<file path="config.mk">
export PLATFORM = sky130hd
export DESIGN_NAME = fetch_ctrl
export DESIGN_NICKNAME = d
export VERILOG_FILES = /design/src/rtl/fetch_pkg.sv /design/src/rtl/fetch_fifo.sv /design/src/rtl/fetch_ctrl.sv
export SDC_FILE = /design/constraint.sdc
export NUM_CORES = 1
export LEC_CHECK = 0
export ABC_AREA = 0
export CAP_MARGIN = 20
export CORE_UTILIZATION = 51
export DETAILED_ROUTE_END_ITERATION = 16
export PLACE_DENSITY = 0.8
export SYNTH_ARGS = -nofsm -noshare
export SYNTH_HDL_FRONTEND = slang
export SYNTH_SLANG_ARGS = --single-unit
export TNS_END_PERCENT = 30
</file>
<file path="constraint.sdc">
create_clock -name clk -period 10.2 [get_ports clk]
set_input_delay 1.53 -clock clk [delete_from_list [all_inputs] [get_ports clk]]
set_output_delay 1.53 -clock clk [all_outputs]
set_load 0.02 [all_outputs]
</file>
<file path="src/rtl/fetch_pkg.sv">
// Shared constants and state encoding for the instruction-fetch controller.
package fetch_pkg;

    localparam logic [31:0] EBREAK_INST      = 32'h0010_0073;
    localparam logic [31:0] DEFAULT_RESET_PC = 32'h0000_0000;

    typedef enum logic {
        ST_RUN  = 1'b0,
        ST_HALT = 1'b1
    } fetch_state_e;

endpackage

</file>
<file path="src/rtl/fetch_fifo.sv">
// Circular fetch queue: DEPTH entries of W bits, flush clears pointers and count.
module fetch_fifo #(
    parameter int DEPTH = 2,
    parameter int W     = 64
) (
    input  logic                     clk,
    input  logic                     rst,
    input  logic                     push,
    input  logic                     pop,
    input  logic                     flush,
    input  logic [W-1:0]             din,
    output logic [W-1:0]             dout,
    output logic [$clog2(DEPTH):0]   count
);

    localparam int AW = $clog2(DEPTH);
    localparam int CW = AW + 1;

    logic [W-1:0]  mem [DEPTH];
    logic [AW-1:0] rd_ptr;
    logic [AW-1:0] wr_ptr;

    always_ff @(posedge clk) begin
        if (push && !flush)
            mem[wr_ptr] <= din;
    end

    // DEPTH is a power of two, so the pointers wrap naturally.
    always_ff @(posedge clk or posedge rst) begin
        if (rst) begin
            rd_ptr <= '0;
            wr_ptr <= '0;
            count  <= '0;
        end else if (flush) begin
            rd_ptr <= '0;
            wr_ptr <= '0;
            count  <= '0;
        end else begin
            if (push)
                wr_ptr <= wr_ptr + AW'(1);
            if (pop)
                rd_ptr <= rd_ptr + AW'(1);
            count <= count + CW'(push) - CW'(pop);
        end
    end

    assign dout = mem[rd_ptr];

endmodule

</file>
<file path="src/rtl/fetch_ctrl.sv">
// Instruction-fetch controller: owns the PC, queues fetched words for decode,
// handles redirects and halts on EBREAK. FETCH_PERF_CNT_EN adds perf counters.
module fetch_ctrl
    import fetch_pkg::*;
#(
    parameter int              PC_W     = 32,
    parameter int              IMEM_AW  = 6,
    parameter int              DEPTH    = 2,
    parameter logic [PC_W-1:0] RESET_PC = PC_W'(DEFAULT_RESET_PC)
) (
    input  logic               clk,
    input  logic               rst,
    output logic [IMEM_AW-1:0] imem_addr,
    input  logic [31:0]        imem_data,
    input  logic               redirect_valid,
    input  logic [PC_W-1:0]    redirect_pc,
    output logic               out_valid,
    input  logic               out_ready,
    output logic [31:0]        out_inst,
    output logic [PC_W-1:0]    out_pc,
    output logic               halted
`ifdef FETCH_PERF_CNT_EN
    ,
    output logic [31:0]        perf_fetched,
    output logic [31:0]        perf_stall
`endif
);

    localparam int CW = $clog2(DEPTH) + 1;
    localparam int W  = 32 + PC_W;

    fetch_state_e    state, state_nxt;
    logic [PC_W-1:0] pc, pc_nxt;
    logic [CW-1:0]   count;
    logic [W-1:0]    head;
    logic            push;
    logic            pop;
    logic            unused_rpc_lsb;

    assign unused_rpc_lsb = ^redirect_pc[1:0];

    assign imem_addr = pc[IMEM_AW+1:2];
    assign halted    = (state == ST_HALT);
    // Handshakes are blocked during a redirect so the flushed head is never consumed.
    assign out_valid = (count != '0) && !redirect_valid;
    assign pop       = out_valid && out_ready;
    assign push      = (state == ST_RUN) && !redirect_valid && ((count < CW'(DEPTH)) || pop);
    assign out_inst  = head[W-1:PC_W];
    assign out_pc    = head[PC_W-1:0];

    fetch_fifo #(
        .DEPTH (DEPTH),
        .W     (W)
    ) u_fifo (
        .clk   (clk),
        .rst   (rst),
        .push  (push),
        .pop   (pop),
        .flush (redirect_valid),
        .din   ({imem_data, pc}),
        .dout  (head),
        .count (count)
    );

    always_ff @(posedge clk or posedge rst) begin
        if (rst) begin
            state <= ST_RUN;
            pc    <= RESET_PC;
        end else begin
            state <= state_nxt;
            pc    <= pc_nxt;
        end
    end

    always_comb begin
        state_nxt = state;
        pc_nxt    = pc;
        if (redirect_valid) begin
            state_nxt = ST_RUN;
            pc_nxt    = {redirect_pc[PC_W-1:2], 2'b00};
        end else if (push) begin
            pc_nxt = pc + PC_W'(4);
            if (imem_data == EBREAK_INST)
                state_nxt = ST_HALT;
        end
    end

`ifdef FETCH_PERF_CNT_EN
    always_ff @(posedge clk or posedge rst) begin
        if (rst) begin
            perf_fetched <= '0;
            perf_stall   <= '0;
        end else begin
            if (push)
                perf_fetched <= perf_fetched + 32'd1;
            // In RUN without redirect, a missing push can only mean a full queue.
            if (state == ST_RUN && !redirect_valid && !push)
                perf_stall <= perf_stall + 32'd1;
        end
    end
`endif

endmodule
</file>
==> results of run 1 <==
-- sequential cells by signal, indices dropped and copies added, names as in the netlist --
register,flops
u_fifo.wr_ptr,1
halted,1
pc,30
u_fifo.count,2
u_fifo.mem,124
u_fifo.rd_ptr,1
-- path summary, 6_finish.rpt --
path	from	to	slack, ns	cells past startpoint
max in group asynchronous	rst	u_fifo.rd_ptr	8.32	3
min reg2reg	pc[31]	u_fifo.mem[0][31]	0.51	0
max reg2reg	halted	u_fifo.mem[1][6]	7.86	3
max	redirect_valid	out_valid	5.82	4
min	pc[31]	u_fifo.mem[0][31]	0.51	0
min in group asynchronous	rst	pc[14]	1.53	3
-- power breakdown --
group | switching (uW) | internal (uW)
registers | 57.3 | 817
clock network | 255 | 339
logic | 274 | 276
-- per-layer routing --
metal	vias up	part of all wire (%)	routed length (microns)	track usage, %
met5	-	0	0	0
met4	0	1.2	153	6.667
met3	16	7.5	963	5.910
met2	140	49	6281	33.57
met1	1925	43	5526	25.15
li1	1861	-	-	-
-- layout make-up --
| type | instances | area [sq um] | share of cell area, % |
|---|---|---|---|
| Multi-Input combinational cell | 240 | 1851 | 21.43 |
| Clock buffer | 18 | 429.2 | 4.970 |
| Sequential cell | 159 | 4601 | 53.28 |
| Tap cell | 172 | 215.2 | 2.492 |
| Timing Repair Buffer | 141 | 1391 | 16.11 |
| Inverter | 4 | 15.01 | 0.1739 |
| Clock inverter | 14 | 132.6 | 1.536 |
-- logic make-up (layout without fill, tap and decap cells) --
group           Yosys count  in the layout
flops                   159            159
simple gates            108            108
mux                      65             65
xor+xnor                 32             32
compound gates           30             30
buf+inv                  30            177
fa+ha+maj                 3              3
other cells               1              2
-- synth_stat cells --
cell and n:
and3_1 4, nand2b_1 1, nor4b_1 3, nand4_1 8
xnor2_1 21, conb_1 1, nor3_1 8, or4_4 1
mux2i_1 1, o21ai_1 15, nor4_1 4, buf_2 1
and2_1 1, buf_6 2, a41oi_1 1, inv_1 4
nand3b_1 1, ha_1 3, dfrtp_1 35, nor4_4 2
o21ai_0 14, nor4bb_1 2, clkbuf_1 15, mux2_2 64
nor4_2 5, nand2_1 40, and4_1 5, buf_4 8
or4_1 1, edfxtp_1 124, or3_1 1, nand3_1 9
nor2b_4 1, nor2b_1 1, nor2_1 10, xor2_1 11
-- per-stage QoR --
stage | instance area, sq um | power, uW | hold WS (ns)
after floorplan | 6601 | 1207 | 0.4628
after global placement | 8073 | 1426 | 0.4802
after detailed placement | 8073 | 1441 | 0.4924
after CTS | 8635 | 2039 | 0.5084
after global routing | 8635 | 2104 | 0.5376
final | 8635 | 2018 | 0.5057
-- worst max-delay path, cell delays in order --
cell             delay, ns
buf_2                 0.07
buf_4                 0.49
nor2_1                0.14
clkdlybuf4s50_1       0.60
==> results.cfg, run 1 <==
[timing]
fmax_mhz = 228.2
rsz0062_at_grt = no
maxSlewHeadroom_pct = 49.57
worst_pin_slew_ns = 0.7564
final_max_slew_viol_count = 0
fin_crit_ns = 4.382
setup_viol = 0
setup_ws_ns = 5.818
hold_violations = 0
fin_tns_setup_ns = 0
period_share_pct = 42.96
clock_skew_ns = 0.006128

[pwr]
vdd_drop_max_mv = 0.1098
leakage_uw = 0.002999
powerDensity_nw_per_um2 = 233.8

[critical_path]
worstPathRequired_ns = 8.67
start_kind = input port
path_max_fanout = 66
cp.arrival_ns = 2.85
worst_setup_path_end_kind = output pin
path_class = in2out

[run]
cap_violations = 0

[placement]
place_inst = 716
io_buffers = 135
gp_congestion = 0.7477
dpl.hpwl_microns = 8482
pre_cts_ws_ns = 5.825

[clock_network]
cts_root_buffer = clkbuf_16
clk_path_buf_depth = 2
clkSinkCount = 159
numCtsBuffers = 17
cts_setup_buffers = 0
cts_tree = done
cts_hold_buf = 0
postCtsResizedCells = 0
htreeDepth = 4
clk_latency_ns = 0.41
clkSlewWorstSetupHoldPaths_ns = 0.06

[global_routing]
grt.overflow.total = 0
antenna_found_initial = 0
grt_pass1_vias = 3868
grt_pass1_wl_microns = 19620
grt_max_degree = 67
grtUsageTotal_pct = 20.06

[finish]
syn2layout_area_growth_pct = 30.87
num_antenna_cells = 0
nets = 634
post-route-util_pct = 68.42
final_common_cell = clkdlybuf4s50_1
fin_cells = 748
drive_gt1_share_pct = 19.62
final_cell_mix = 134 x clkdlybuf4s50_1, 124 x edfxtp_1, 64 x mux2_2
fill_cells = 903

[synthesis]
synthAdderAreaFrac_pct = 0.5689
yosys.area_share.simple_pct = 9.596
synth-xor-area-share_pct = 4.248
synth_area_leaders = edfxtp_1 56%, dfrtp_1 13%, mux2_2 11%
synth_cells = 428
syn_area_sq_um = 6598
synth_top_family_by_area = multiplexers
synth_top_area_share_pct = 56.44
ys_seq_area_share_pct = 69.71
syn_area_per_cell_sq_um = 15.41
synth_compound_area_share_pct = 2.333
ys.warnings.count = 0
synth_cell_types = 36
yosys-mux-area-fraction_pct = 11.08
synth-seq-cells = 159
yosysTopAreaCell = edfxtp_1

[floorplanning]
ios = 140
initial_core_util_pct = 52.28
die-area_sq_um = 13400
dieWidth_microns = 115.7
rows = 41
fp.dieH_microns = 115.7
core_area_sq_um = 12620

[route]
drcViolationCount = 0
vias_per_cell = 5.270
drtPass1Iterations = 4
detail-route-antenna-nets = 0
vias = 3942
avgRoutedWirePerCell_microns = 17.28
drt-initial-drc-count = 224
wirelength_microns = 12920

[hold_path]
hold_path.class = reg2reg

[outcome]
status = finished clean
Note: power is estimated with default switching activity, not from simulation.
==> run 2: changes to the inputs <==
- clock period: 10.2 -> 4.4 ns (I/O delays scaled with it)
==> run 2 against run 1 <==
Die area stayed put. Combinational power increased by 130%. Critical endpoint is now out_inst[9]. Worst setup slack got worse by 4.7 ns.
==> results.cfg, run 2 (synthesis gave the netlist of run 1 again) <==
[outcome]
status = finished clean

[timing]
hold_violations = 0
fin_tns_setup_ns = 0
fin_crit_ns = 3.310
setup_ws_ns = 1.090
final_max_slew_viol_count = 0
fmax_mhz = 302.1
rsz0062_at_grt = no
worst_pin_slew_ns = 0.9152
clock_skew_ns = 0.01134
period_share_pct = 75.23
maxSlewHeadroom_pct = 38.99
setup_viol = 0

[floorplanning]
fp.dieH_microns = 115.7
die-area_sq_um = 13400
ios = 140
core_area_sq_um = 12620
initial_core_util_pct = 52.28
dieWidth_microns = 115.7
rows = 41

[pwr]
leakage_uw = 0.003017
powerDensity_nw_per_um2 = 541.7
vdd_drop_max_mv = 0.2382
pwr-share-seq_pct = 43.5
power_frac_comb_pct = 27.1
power.net_switching_uw = 1359
total_power_uw = 4684
p_sw_share_pct = 29.02
clockPowerShare_pct = 29.4
p_int_uw = 3325

[global_routing]
grt_max_degree = 63
grt_pass1_vias = 3922
grt_pass1_wl_microns = 19850
antenna_found_initial = 0
grt.overflow.total = 0
grtUsageTotal_pct = 20.13

[route]
avgRoutedWirePerCell_microns = 16.91
wirelength_microns = 12670
detail-route-antenna-nets = 0
drcViolationCount = 0
drtPass1Iterations = 4
vias_per_cell = 5.216
drt-initial-drc-count = 323
vias = 3907

[hold_path]
hold_path.class = reg2reg
whs_path_depth = 0

[clock_network]
cts_tree = done
clk_path_buf_depth = 2
clk_latency_ns = 0.42
clkSinkCount = 159
cts_hold_buf = 0
cts_root_buffer = clkbuf_16
numCtsBuffers = 17
clkSlewWorstSetupHoldPaths_ns = 0.06
htreeDepth = 4
postCtsResizedCells = 0
cts_setup_buffers = 0

[finish]
final_common_cell = clkdlybuf4s50_1
regMostFlops = u_fifo.mem
fin_cells = 749
syn2layout_area_growth_pct = 31.06
final_cell_mix = 134 x clkdlybuf4s50_1, 124 x edfxtp_1, 64 x mux2_2
num_antenna_cells = 0
reg_top3 = u_fifo.mem (124), pc (30), u_fifo.count (2)
nets = 635
post-route-util_pct = 68.52
drive_gt1_share_pct = 19.93
fill_cells = 880
largest_reg_flops = 124

[critical_path]
reg2reg_depth = 5
path_max_fanout = 41
start_kind = register
worst_setup_path_end_kind = output pin
path_class = reg2out
cp.arrival_ns = 2.65
worstPathRequired_ns = 3.74

[placement]
gp_congestion = 0.7875
pre_cts_ws_ns = 1.477
place_inst = 717
io_buffers = 135
dpl.hpwl_microns = 8304

[run]
cap_violations = 0
[run 2: power groups by stage]
stage	registers, uW	logic, uW	clock network (uW)
floorplan	2000	789	0
global placement	2050	1260	0
detailed placement	2070	1280	0
CTS	2040	1290	1400
global route	2060	1360	1460
finish	2040	1270	1380
[run 2: stage by stage]
stage	area, sq um	hold WS, ns
detailed placement	8089	0.4890
global placement	8089	0.4757
floorplan	6616	0.4628
global route	8647	0.5288
CTS	8647	0.5057
finish	8647	0.4996
[run 2: worst max-delay path, stage by stage (launching register included)]
cell and delay [ns]:
dfrtp_2 0.96, buf_4 0.37, mux2_2 0.36, clkdlybuf4s50_1 0.55
[run 2: area by class of cell]
type	instances	area, sq um	area share (%)
flip-flops and latches	159	4601	53.21
multi-input cells	240	1859	21.50
repair buffers	142	1399	16.18
clock buffers	17	425.4	4.920
well taps	172	215.2	2.489
clock inverters	15	132.6	1.534
inverters	4	15.01	0.1736
[run 2: final timing paths]
path | startpoint | slack, ns | to
min in group asynchronous | rst | 0.66 | pc[14]
max | u_fifo.rd_ptr | 1.09 | out_inst[9]
min reg2reg | pc[31] | 0.50 | u_fifo.mem[1][31]
max reg2reg | halted | 2.20 | pc[28]
min | pc[31] | 0.50 | u_fifo.mem[1][31]
max in group asynchronous | rst | 3.38 | u_fifo.rd_ptr
[run 2: per-layer routing]
| layer | wire length [microns] | share of wire [%] | vias to the layer above | global-route usage, % |
|---|---|---|---|---|
| met5 | 0 | 0 | - | 0 |
| met4 | 163 | 1.3 | 0 | 7.778 |
| met3 | 924 | 7.3 | 10 | 4.603 |
| met2 | 6214 | 49 | 135 | 34.01 |
| met1 | 5367 | 42 | 1898 | 25.40 |
| li1 | - | - | 1864 | - |
